### src/rtl/uart_tx_framer.sv
// 8N1 UART transmitter with a one-entry holding buffer for gap-free back-to-back frames.
// Line, busy and done are registered from the state, so they trail the FSM by one clock.
module uart_tx_framer #(
    parameter int CLKS_PER_BIT = 5208,
    parameter int STOP_BITS    = 1
) (
    input  logic       clk,
    input  logic       rst,
    input  logic       tx_valid,
    input  logic [7:0] tx_data_in,
    output logic       tx_ready,
    output logic       tx_data_out,
    output logic       tx_busy,
    output logic       tx_done
);

    localparam int BW = (CLKS_PER_BIT > 2) ? $clog2(CLKS_PER_BIT) : 1;

    localparam logic [1:0] S_IDLE  = 2'd0;
    localparam logic [1:0] S_START = 2'd1;
    localparam logic [1:0] S_DATA  = 2'd2;
    localparam logic [1:0] S_STOP  = 2'd3;

    logic [1:0]    r_state;
    logic [BW-1:0] r_baud;
    logic [2:0]    r_bit;
    logic [7:0]    r_shift;
    logic [7:0]    r_hold;
    logic          r_hold_full;
    logic          r_tx;
    logic          r_busy;
    logic          r_done;

    logic w_baud_last;
    logic w_stop_end;
    logic w_accept;
    logic w_direct;
    logic w_to_hold;
    logic w_line;

    // Handshake and bit-boundary decode
    always_comb begin
        w_baud_last = (r_baud == BW'(CLKS_PER_BIT - 1));
        w_stop_end  = (r_state == S_STOP) && w_baud_last && (r_bit == 3'(STOP_BITS - 1));
        w_accept    = tx_valid && !r_hold_full;
        // A byte offered on the final stop clock with an empty hold goes straight to the shifter
        w_direct    = w_accept && ((r_state == S_IDLE) || w_stop_end);
        w_to_hold   = w_accept && !w_direct;
        case (r_state)
            S_IDLE:  w_line = 1'b1;
            S_START: w_line = 1'b0;
            S_DATA:  w_line = r_shift[0];
            S_STOP:  w_line = 1'b1;
            default: w_line = 1'b1;
        endcase
    end

    // Registered serial outputs
    always_ff @(posedge clk) begin
        if (rst) begin
            r_tx   <= 1'b1;
            r_busy <= 1'b0;
            r_done <= 1'b0;
        end else begin
            r_tx   <= w_line;
            r_busy <= (r_state != S_IDLE);
            r_done <= w_stop_end;
        end
    end

    // Holding buffer
    always_ff @(posedge clk) begin
        if (rst) begin
            r_hold      <= 8'h00;
            r_hold_full <= 1'b0;
        end else if (w_stop_end && r_hold_full) begin
            r_hold_full <= 1'b0;
        end else if (w_to_hold) begin
            r_hold      <= tx_data_in;
            r_hold_full <= 1'b1;
        end else begin
            r_hold_full <= r_hold_full;
        end
    end

    // Baud counter: free-runs while framing, wraps on every bit boundary
    always_ff @(posedge clk) begin
        if (rst) begin
            r_baud <= '0;
        end else if ((r_state == S_IDLE) || w_baud_last) begin
            r_baud <= '0;
        end else begin
            r_baud <= r_baud + BW'(1);
        end
    end

    // Frame sequencer
    always_ff @(posedge clk) begin
        if (rst) begin
            r_state <= S_IDLE;
            r_bit   <= 3'd0;
            r_shift <= 8'h00;
        end else begin
            case (r_state)
                S_IDLE: begin
                    r_bit <= 3'd0;
                    if (w_direct) begin
                        r_shift <= tx_data_in;
                        r_state <= S_START;
                    end else begin
                        r_state <= S_IDLE;
                    end
                end
                S_START: begin
                    if (w_baud_last) begin
                        r_bit   <= 3'd0;
                        r_state <= S_DATA;
                    end else begin
                        r_state <= S_START;
                    end
                end
                S_DATA: begin
                    if (w_baud_last) begin
                        r_shift <= {1'b0, r_shift[7:1]};
                        if (r_bit == 3'd7) begin
                            r_bit   <= 3'd0;
                            r_state <= S_STOP;
                        end else begin
                            r_bit <= r_bit + 3'd1;
                        end
                    end else begin
                        r_state <= S_DATA;
                    end
                end
                S_STOP: begin
                    if (w_stop_end) begin
                        r_bit <= 3'd0;
                        if (r_hold_full) begin
                            r_shift <= r_hold;
                            r_state <= S_START;
                        end else if (w_direct) begin
                            r_shift <= tx_data_in;
                            r_state <= S_START;
                        end else begin
                            r_state <= S_IDLE;
                        end
                    end else if (w_baud_last) begin
                        r_bit <= r_bit + 3'd1;
                    end else begin
                        r_state <= S_STOP;
                    end
                end
                default: begin
                    r_state <= S_IDLE;
                    r_bit   <= 3'd0;
                end
            endcase
        end
    end

    assign tx_ready    = !r_hold_full;
    assign tx_data_out = r_tx;
    assign tx_busy     = r_busy;
    assign tx_done     = r_done;

endmodule

### config.mk
export PLATFORM = sky130hd
export DESIGN_NAME = uart_tx_framer
export DESIGN_NICKNAME = d
export VERILOG_FILES = /design/src/rtl/uart_tx_framer.sv
export SDC_FILE = /design/constraint.sdc
export NUM_CORES = 1
export LEC_CHECK = 0
export BUFFER_PORTS_ARGS = -buffer_cell sky130_fd_sc_hd__buf_2
export CAP_MARGIN = 20
export CELL_PAD_IN_SITES_DETAIL_PLACEMENT = 0
export CELL_PAD_IN_SITES_GLOBAL_PLACEMENT = 1
export CORE_MARGIN = 2
export CORE_UTILIZATION = 40
export DETAILED_ROUTE_END_ITERATION = 12
export HOLD_SLACK_MARGIN = 0.05
export PLACE_DENSITY_LB_ADDON = 0.1
export SLEW_MARGIN = 20
export SYNTH_ARGS = -nofsm -noshare
export SYNTH_HDL_FRONTEND = slang
export SYNTH_SLANG_ARGS = --single-unit
### constraint.sdc
create_clock -name clk -period 2 [get_ports clk]
set_input_delay 0.2 -clock clk [delete_from_list [all_inputs] [get_ports clk]]
set_output_delay 0.2 -clock clk [all_outputs]
set_load 0.02 [all_outputs]
==> out/metrics.cfg, run 1 <==
[floorplan]
die_area_um2=5500
start_util_pct=41.7
pin_count=15
rows=25
core_um2=4720
die_x_um=74.2
die_y_um=74.2

[setup_path]
critical_path.cell_chain=ha_4, and4bb_4, buf_4, a41o_1, nand3_1, a21o_1, a311oi_1
cp.arrival_ns=2.10
regToRegStartpoint=r_baud[1]$_SDFF_PP0_
r2r_setup_slack_ns=0.09
reg2regPathDepth=7
cp-start-kind=register
cp_top_family=compound AO/OA/AOI/OAI gates
critPathBufInv=1
crit_type=reg -> reg
r2r-end=r_shift[3]$_SDFFE_PP0P_
cpMaxStageDelayCell=dfxtp_2
slowest_delay_ns=0.36
path_max_fanout=7
cp.required_ns=2.19
endpoint_kind=register

[timing]
drv_slew=0
slew_headroom_pct=65.3
clock_skew_ns=0.00465
period_share_pct=95.6
fin_crit_ns=1.91
fmax_mhz=523
worst_pin_slew_ns=0.521
hold_viol=0
setup_violations=0

[logic_synthesis]
synth_fa_ha_area_share_pct=5.71
synthesis.nets=262
synth_common_cells=dfxtp_1 (38), nand2_1 (27), nor2_1 (22)
synth.most_common_cell=dfxtp_1
netlist_instances=242
yosysTopAreaCell=dfxtp_1
ys.flop_type=dfxtp_1
synth_top_area_share_pct=38.6
ys_seq_elements=38
syn_avg_cell_area_um2=8.14
async_flop_share_pct=0
synth_compound_area_share_pct=20.9
synth_edf_count=0
netlist_area_um2=1970
ys_warn_count=0
netlist_top_cells_area=dfxtp_1 (39%), ha_1 (5.7%), nand3_1 (5.3%), nand2_1 (5.1%), a21oi_1 (4.3%)
ys_seq_area_share_pct=38.6
synth_xor_xnor_area_share_pct=4.44
synth_top_family_by_area=simple AND/OR/NAND/NOR gates
synth.distinct_cells=39
synth.area.mux_share_pct=2.10
synthSimpleGateAreaFrac_pct=24.2

[global_route]
antenna_found_initial=0
grt_pass1_vias=1723
grtUsageTotal_pct=19.2
grt_pass1_wl_um=8220
grt_max_degree=27
grt.overflow.total=0

[clock_network]
cts-root-buf=clkbuf_8
clk_pin_slew_ns=0.07
cts.sinks=38
cts_buffer_depth=2
cts_tree=built
cts_hold_buf=0
numCtsBuffers=5
cts_max_level=2
clock_latency_ns=0.28

[min_path]
holdPathEnd=r_hold[3]$_SDFFE_PP0P_
hold_start=tx_data_in[3]
worstHoldPathCells=3
hold_path_class=in -> reg

[finish]
antenna-diode-count=0
drive_gt1_share_pct=25.3
fin_nets=302
stdcell_count=348
fill_cells=494
area_growth_pct=25.3

[power]
p_clk_share_pct=32.6
power_switching_uw=414
ir_drop_uv=327
p_int_uw=1180
cellPowerDensity_nw_per_um2=644
power_uw=1590
power.leakage_uw=0.000946
seqPwrFrac_pct=51.5
pwr-share-comb_pct=15.9
p_sw_share_pct=26.1

[place]
io_buffers=14
gpl.final_weighted_congestion=0.789
place_inst=329
dp_hpwl_um=3310

[routing]
drt-initial-drc-count=101
wirelength_um=4940
antenna_left=0
post-route-drc-count=0
viasPerCell=5.32
dr.pass1.iters=4
vias=1851
wire_per_inst_um=14.2

[outcome]
status=finished, final reports clean

[flow_run]
drv_cap=0

-- tightest hold or removal path, stage by stage --
cell and delay, ns:
buf_2 0.10, nand3_1 0.05, a21oi_1 0.05
-- state kept, by name (all words and copies together) (netlist names) --
signal	count
tx_busy	1
tx_data_out	1
r_hold_full	1
r_bit	3
r_shift	8
r_state	2
r_baud	13
tx_done	1
r_hold	8
-- cell usage in the layout (no fill, tap or decap), types with 3 or more instances in the layout --
master / count
a21oi_1: 17
ha_1: 6
a311oi_1: 6
clkbuf_8: 6
nand2_1: 27
buf_2: 14
nand3_1: 20
inv_1: 9
a22oi_1: 6
nor2_1: 22
o21ai_0: 17
buf_4: 28
nor3_1: 6
dfxtp_1: 33
xor2_1: 5
a21o_1: 6
mux2i_1: 3
xnor2_1: 5
dfxtp_2: 5
nand4_1: 4
-- worst max path at each step --
stage               slack, ns                  start                      end  depth (start not counted)
finish                   0.09   r_baud[1]$_SDFF_PP0_  r_shift[3]$_SDFFE_PP0P_                          7
global route           -0.009  r_bit[1]$_SDFFE_PP0P_  r_shift[0]$_SDFFE_PP0P_                          8
CTS                     0.003   r_baud[1]$_SDFF_PP0_  r_shift[3]$_SDFFE_PP0P_                          7
detailed placement       0.02   r_baud[1]$_SDFF_PP0_  r_shift[1]$_SDFFE_PP0P_                          7
global placement         0.09  r_bit[0]$_SDFFE_PP0P_  r_shift[4]$_SDFFE_PP0P_                          8
floorplan                0.01   r_baud[1]$_SDFF_PP0_  r_shift[2]$_SDFFE_PP0P_                          7
-- what timing repair did --
action                                  in CTS  in global routing
endpoints found under the setup margin       0                 19
buffers inserted                             0                 12
resized for setup                            0                 16
-- per-stage QoR --
stage               hold slack (ns)  area [um2]  util [%]  setup TNS, ns  setup slack [ns]
global placement              0.465        2230      47.2              0            0.0861
detailed placement            0.463        2230      47.2              0            0.0230
global route                  0.182        2470      52.3       -0.00947          -0.00947
floorplan                     0.347        1990         -              0            0.0104
CTS                           0.166        2310      48.9              0           0.00260
finish                        0.172        2470      52.3              0            0.0876
-- power by group through the flow --
stage	clock network, uW	registers [uW]	logic [uW]
after floorplan	0	835	141
after CTS	536	818	216
after global placement	0	836	215
final	519	820	252
after global routing	575	825	282
after detailed placement	0	835	216
-- metal layers --
| metal | up-vias | wire, um | part of all wire [%] | global-route usage, % |
|---|---|---|---|---|
| li1 | 947 | - | - | - |
| met2 | 35 | 2260 | 46 | 29.7 |
| met3 | 5 | 194 | 3.9 | 4.47 |
| met1 | 864 | 2440 | 49 | 26.7 |
| met4 | 0 | 43 | 0.87 | 5.86 |
| met5 | - | 0 | 0 | 0 |
-- logic make-up (layout without fill, tap and decap cells) --
logic type               count (synthesis)  after routing
multiplexers                             4              4
AO/OA/AOI/OAI                           63             63
adder cells (fa/ha/maj)                  9              9
XOR/XNOR                                10             10
buffers and inverters                   21             60
AND/OR/NAND/NOR                         97             97
flip-flops                              38             38
-- area by class of cell --
cell class / instances / area [um2] / share of cell area [%]
repair buffers: 45 / 314 / 12.7
flip-flops and latches: 38 / 767 / 31.1
well taps: 67 / 83.8 / 3.39
clock buffers: 6 / 82.6 / 3.34
multi-input cells: 183 / 1190 / 48.1
inverters: 9 / 33.8 / 1.37
Power figures use the tool's default switching activity.
==> inputs of run 2 (changes only) <==
--- a/config.mk
+++ b/config.mk
@@ -13,8 +13,9 @@
 export CORE_UTILIZATION = 40
 export DETAILED_ROUTE_END_ITERATION = 12
 export HOLD_SLACK_MARGIN = 0.05
-export PLACE_DENSITY_LB_ADDON = 0.1
-export SLEW_MARGIN = 20
+export PLACE_DENSITY = 0.86
+export REMOVE_ABC_BUFFERS = 1
+export SLEW_MARGIN = 40
 export SYNTH_ARGS = -nofsm -noshare
 export SYNTH_HDL_FRONTEND = slang
 export SYNTH_SLANG_ARGS = --single-unit
==> out/metrics.cfg, run 2 (synthesis results as in run 1) <==
[setup_path]
crit_type=reg -> reg  ; unchanged
worstSetupStartpoint=r_baud[1]$_SDFF_PP0_  ; unchanged
reg2regPathDepth=7  ; unchanged
cp.required_ns=2.18  ; was 2.19 ns
regToRegStartpoint=r_baud[1]$_SDFF_PP0_  ; unchanged
worstSetupPathDepth=7  ; unchanged
critical_path.cell_chain=ha_1, and4bb_4, nand4_1, a221oi_4, buf_6, mux2i_1, a21oi_1  ; was ha_4, and4bb_4, buf_4, a41o_1, nand3_1, a21o_1, a311oi_1
cpMaxStageDelayCell=a221oi_4  ; was dfxtp_2
worstSetupEndpoint=r_shift[7]$_SDFFE_PP0P_  ; was r_shift[3]$_SDFFE_PP0P_
cp.arrival_ns=2.07  ; was 2.10 ns
critPathBufInv=1  ; unchanged
cp-start-kind=register  ; unchanged
endpoint_kind=register  ; unchanged
slowest_delay_ns=0.36  ; about the same
r2r-end=r_shift[7]$_SDFFE_PP0P_  ; was r_shift[3]$_SDFFE_PP0P_
r2r_setup_slack_ns=0.10  ; was 0.09 ns
cp_top_family=simple AND/OR/NAND/NOR gates  ; was compound AO/OA/AOI/OAI gates
path_max_fanout=6  ; was 7

[timing]
fmax_mhz=528  ; was 523 MHz
fin_setup_tns_ns=0  ; unchanged
period_share_pct=94.8  ; was 95.6%
worst_pin_slew_ns=0.387  ; was 0.521 ns
hold_viol=0  ; unchanged
setup_violations=0  ; unchanged
clock_skew_ns=0.00608  ; was 0.00465 ns
fin_crit_ns=1.90  ; was 1.91 ns
drv_slew=0  ; unchanged
slew_headroom_pct=74.2  ; was 65.3%

[clock_network]
clock_latency_ns=0.30  ; was 0.28 ns
cts_tree=built  ; unchanged
cts_max_level=2  ; unchanged
numCtsBuffers=5  ; unchanged
cts_hold_buf=0  ; unchanged
cts.sinks=38  ; unchanged
cts_buffer_depth=2  ; unchanged
clk_pin_slew_ns=0.08  ; was 0.07 ns
cts-root-buf=clkbuf_8  ; unchanged

[finish]
stdcell_count=343  ; was 348
final_common_cell=dfxtp_1  ; unchanged
multiInputGateArea_um2=1170  ; was 1190 um2
design_area_um2=2420  ; was 2470 um2
largest_reg_flops=13  ; unchanged
fill_cells=462  ; was 494
area_growth_pct=22.7  ; was 25.3%
antenna-diode-count=0  ; unchanged
mostFrequentLayoutCells=dfxtp_1 (33), nand2_1 (27), nor2_1 (22)  ; was dfxtp_1 (33), buf_4 (28), nand2_1 (27)
fin_nets=295  ; was 302
finish.utilization_pct=51.2  ; was 52.3%
largest-register=r_baud  ; unchanged
drive_gt1_share_pct=22.5  ; was 25.3%
reg_top3=r_baud: 13 flops, r_hold: 8 flops, r_shift: 8 flops  ; unchanged
seq_area_um2=767  ; unchanged

[outcome]
status=finished, final reports clean  ; unchanged

[power]
cellPowerDensity_nw_per_um2=665  ; was 644 nW/um2
p_clk_share_pct=34.4  ; was 32.6%
pwr-share-comb_pct=14.6  ; was 15.9%
power.leakage_uw=0.000923  ; was 0.000946 uW
ir_drop_uv=297  ; was 327 uV
p_sw_share_pct=26.9  ; was 26.1%
power_switching_uw=432  ; was 414 uW
p_int_uw=1180  ; about the same
seqPwrFrac_pct=51.0  ; was 51.5%

[routing]
drt-initial-drc-count=100  ; was 101
post-route-drc-count=0  ; unchanged
viasPerCell=5.21  ; was 5.32
vias=1786  ; was 1851
antenna_left=0  ; unchanged
wire_per_inst_um=13.3  ; was 14.2 um
dr.pass1.iters=4  ; unchanged
wirelength_um=4550  ; was 4940 um

[min_path]
hold_path_class=in -> reg  ; unchanged

[place]
place_inst=329  ; unchanged
io_buffers=14  ; unchanged
dp_hpwl_um=3090  ; was 3310 um
gpl.final_weighted_congestion=0.819  ; was 0.789
postPlaceCellArea_um2=2210  ; was 2230 um2

[floorplan]
die_y_um=74.2  ; unchanged
core_um2=4720  ; unchanged
pin_count=15  ; unchanged
die_x_um=74.2  ; unchanged
rows=25  ; unchanged
start_util_pct=41.7  ; unchanged
die_area_um2=5500  ; unchanged

[flow_run]
drv_cap=0  ; unchanged

[global_route]
grtUsageTotal_pct=18.4  ; was 19.2%
grt_max_degree=17  ; was 27
grt_pass1_vias=1724  ; was 1723
antenna_found_initial=0  ; unchanged
grt_pass1_wl_um=7810  ; was 8220 um
grt.overflow.total=0  ; unchanged

==> run 2: cell count changes in the layout (fill, tap and decap cells not counted), sizes merged <==
cell / before / now
clkinv: 0 / 1
buf: 44 / 37
clkinvlp: 0 / 1
==> run 2: layout make-up <==
class / instances / area share [%]
Timing Repair Buffer: 38 / 11.0
Multi-Input combinational cell: 183 / 48.5
Inverter: 9 / 1.40
Clock buffer: 6 / 3.42
Clock inverter: 2 / 0.518
Tap cell: 67 / 3.47
Sequential cell: 38 / 31.7
==> run 2: worst min-delay path by stage <==
stage / depth (start not counted) / slack, ns / endpoint / from
after floorplan: 1 / 0.27 / r_bit[1]$_SDFFE_PP0P_ / rst
after global placement: 2 / 0.46 / r_hold[1]$_SDFFE_PP0P_ / r_hold[1]$_SDFFE_PP0P_
after detailed placement: 2 / 0.47 / r_hold[1]$_SDFFE_PP0P_ / r_hold[1]$_SDFFE_PP0P_
after CTS: 3 / 0.15 / r_hold[4]$_SDFFE_PP0P_ / tx_data_in[4]
after global routing: 3 / 0.15 / r_hold[3]$_SDFFE_PP0P_ / tx_data_in[3]
final: 3 / 0.16 / r_hold[6]$_SDFFE_PP0P_ / tx_data_in[6]
==> run 2: timing repair <==
| action | CTS | global route |
|---|---|---|
| setup buffers | 0 | 5 |
| gates resized for setup | 0 | 15 |
| setup endpoints to repair | 0 | 19 |
==> run 2: per-layer routing <==
layer / global-route usage, % / wire length [um] / vias up
met5: 0 / 0 / -
met4: 6.06 / 68 / 0
met1: 22.8 / 2160 / 814
met2: 31.4 / 2190 / 31
met3: 4.47 / 130 / 7
li1: - / - / 934
==> run 2: stage by stage <==
stage	setup slack (ns)	hold WS [ns]	total power (uW)
3_3_place_gp	0.0821	0.460	1040
4_1_cts	0.0362	0.153	1600
3_5_place_dp	0.0745	0.469	1040
5_1_grt	-0.0292	0.155	1690
2_1_floorplan	-0.252	0.269	959
6_report	0.104	0.161	1610
==> run 2: worst reg2reg max path, delay by kind of cell (launching register included) <==
kind            cells  cell delay [ns]
buf+inv             1             0.17
mux                 1             0.18
flops               1             0.33
fa+ha+maj           1             0.17
simple gates        2             0.49
compound gates      2             0.44
==> run 2: power by group through the flow <==
| stage | combinational, uW | sequential, uW | clock (uW) |
|---|---|---|---|
| finish | 234 | 820 | 553 |
| global route | 262 | 824 | 602 |
| CTS | 207 | 819 | 572 |
| detailed placement | 206 | 836 | 0 |
| global placement | 205 | 836 | 0 |
| floorplan | 124 | 834 | 0 |
==> inputs of run 3 (changes only) <==
--- a/config.mk
+++ b/config.mk
@@ -7,13 +7,11 @@
 export LEC_CHECK = 0
 export BUFFER_PORTS_ARGS = -buffer_cell sky130_fd_sc_hd__buf_2
 export CAP_MARGIN = 20
-export CELL_PAD_IN_SITES_DETAIL_PLACEMENT = 0
-export CELL_PAD_IN_SITES_GLOBAL_PLACEMENT = 1
 export CORE_MARGIN = 2
-export CORE_UTILIZATION = 40
+export CORE_UTILIZATION = 53
 export DETAILED_ROUTE_END_ITERATION = 12
 export HOLD_SLACK_MARGIN = 0.05
-export PLACE_DENSITY = 0.86
+export PLACE_DENSITY = 0.85
 export REMOVE_ABC_BUFFERS = 1
 export SLEW_MARGIN = 40
 export SYNTH_ARGS = -nofsm -noshare
==> out/metrics.cfg, run 3 (synthesis results as in run 1) <==
[min_path]
holdPathEnd=r_baud[2]$_SDFF_PP0_  ; was r_hold[6]$_SDFFE_PP0P_
hold_path_class=in -> reg  ; unchanged
worstHoldPathCells=2  ; was 3
hold_start=rst  ; was tx_data_in[6]

[setup_path]
crit_type=reg -> reg  ; unchanged
cp.required_ns=2.17  ; was 2.18 ns
worstSetupStartpoint=r_state[1]$_SDFFE_PP0P_  ; was r_baud[1]$_SDFF_PP0_
endpoint_kind=register  ; unchanged
cp-start-kind=register  ; unchanged
r2r_setup_slack_ns=0.07  ; was 0.10 ns
reg2regPathDepth=7  ; unchanged
regToRegStartpoint=r_state[1]$_SDFFE_PP0P_  ; was r_baud[1]$_SDFF_PP0_
r2r-end=r_shift[7]$_SDFFE_PP0P_  ; unchanged
cp.arrival_ns=2.10  ; was 2.07 ns
path_max_fanout=8  ; was 6

[global_route]
grt_pass1_wl_um=7500  ; was 7810 um
grt.overflow.total=0  ; unchanged
grtUsageTotal_pct=22.8  ; was 18.4%
grt_pass1_vias=1704  ; was 1724
grt_max_degree=25  ; was 17
antenna_found_initial=0  ; unchanged

[timing]
worst_pin_slew_ns=0.382  ; was 0.387 ns
hold_viol=0  ; unchanged
period_share_pct=96.6  ; was 94.8%
drv_slew=0  ; unchanged
setup_violations=0  ; unchanged
clock_skew_ns=0.00493  ; was 0.00608 ns
slew_headroom_pct=74.5  ; was 74.2%
fmax_mhz=518  ; was 528 MHz
fin_crit_ns=1.93  ; was 1.90 ns

[routing]
post-route-drc-count=0  ; unchanged
drt-initial-drc-count=172  ; was 100
wire_per_inst_um=14.5  ; was 13.3 um
viasPerCell=5.91  ; was 5.21
wirelength_um=4650  ; was 4550 um
vias=1892  ; was 1786
antenna_left=0  ; unchanged
dr.pass1.iters=4  ; unchanged

[finish]
largest_reg_flops=13  ; unchanged
antenna-diode-count=0  ; unchanged
design_area_um2=2330  ; was 2420 um2
mostFrequentLayoutCells=dfxtp_1 (34), nand2_1 (27), nor2_1 (22)  ; was dfxtp_1 (33), nand2_1 (27), nor2_1 (22)
largest-register=r_baud  ; unchanged
area_growth_pct=18.5  ; was 22.7%
finish.utilization_pct=64.7  ; was 51.2%
drive_gt1_share_pct=21.7  ; was 22.5%
stdcell_count=320  ; was 343
final_common_cell=dfxtp_1  ; unchanged
reg_top3=r_baud: 13 flops, r_hold: 8 flops, r_shift: 8 flops  ; unchanged
fin_nets=292  ; was 295
fill_cells=297  ; was 462

[clock_network]
cts.sinks=38  ; unchanged
cts_max_level=2  ; unchanged
numCtsBuffers=5  ; unchanged
clock_latency_ns=0.29  ; was 0.30 ns
clk_pin_slew_ns=0.07  ; was 0.08 ns
cts_buffer_depth=2  ; unchanged
cts-root-buf=clkbuf_8  ; unchanged
cts_tree=built  ; unchanged

[place]
gpl.final_weighted_congestion=0.851  ; was 0.819
io_buffers=14  ; unchanged
postPlaceCellArea_um2=2160  ; was 2210 um2
place_inst=306  ; was 329
dp_hpwl_um=3060  ; was 3090 um

[floorplan]
rows=22  ; was 25
die_area_um2=4220  ; was 5500 um2
die_y_um=65.0  ; was 74.2 um
pin_count=15  ; unchanged
start_util_pct=54.6  ; was 41.7%
die_x_um=65.0  ; was 74.2 um
core_um2=3610  ; was 4720 um2

[flow_run]
drv_cap=0  ; unchanged

[power]
ir_drop_uv=479  ; was 297 uV
power.leakage_uw=0.000894  ; was 0.000923 uW
cellPowerDensity_nw_per_um2=667  ; was 665 nW/um2

[outcome]
status=finished, final reports clean  ; unchanged

==> run 3: metal layers <==
layer	track usage, %	up-vias	share of wire (%)
met1	28.0	893	43
met2	37.4	65	49
met5	0	-	0
met4	10.6	0	1.3
li1	-	929	-
met3	5.56	5	6.3
==> run 3: worst max-delay path by stage <==
| stage | to | slack [ns] | cells after the start |
|---|---|---|---|
| 6_report | r_shift[7]$_SDFFE_PP0P_ | 0.07 | 7 |
| 5_1_grt | r_shift[7]$_SDFFE_PP0P_ | -0.06 | 7 |
| 4_1_cts | r_shift[4]$_SDFFE_PP0P_ | 0.04 | 8 |
| 3_5_place_dp | r_shift[0]$_SDFFE_PP0P_ | 0.05 | 8 |
| 3_3_place_gp | r_state[0]$_SDFFE_PP0P_ | 0.17 | 7 |
| 2_1_floorplan | r_shift[7]$_SDFFE_PP0P_ | -0.25 | 6 |
==> run 3: where the power goes <==
part / internal (uW) / switching [uW] / leakage [uW]
sequential: 793 / 29.1 / 0.000311
clock: 234 / 260 / 0.0000438
combinational: 106 / 135 / 0.000540
total: 1130 / 424 / 0.000894
==> run 3: timing repair <==
action	4_1_cts	5_1_grt
endpoints found under the setup margin	0	15
buffers inserted	0	5
gates resized for setup	0	16
hold buffers	0	0
==> run 3: per-stage QoR <==
step                setup WS, ns  total power, uW  hold slack (ns)  setup TNS, ns
floorplan                 -0.252              959            0.269          -2.92
global placement           0.169             1030            0.435              0
detailed placement        0.0542             1040            0.445              0
CTS                       0.0410             1530            0.135              0
global route             -0.0562             1630            0.124         -0.338
finish                    0.0685             1560            0.140              0
==> run 3: cell type report <==
cell class	instances	area [um2]	area share, %
Tap cell	48	60.1	2.57
Multi-Input combinational cell	183	1160	49.8
Clock inverter	2	10.0	0.429
Clock buffer	5	68.8	2.95
Inverter	9	33.8	1.45
Sequential cell	38	766	32.8
Timing Repair Buffer	35	233	9.97
==> run 3: critical path, cell delays in order, from the launching register on <==
cell and delay [ns]:
dfxtp_1 0.38, ha_1 0.20, and3b_2 0.24, nand4_1 0.15
a221oi_2 0.34, buf_6 0.19, mux2i_1 0.22, a21oi_1 0.10
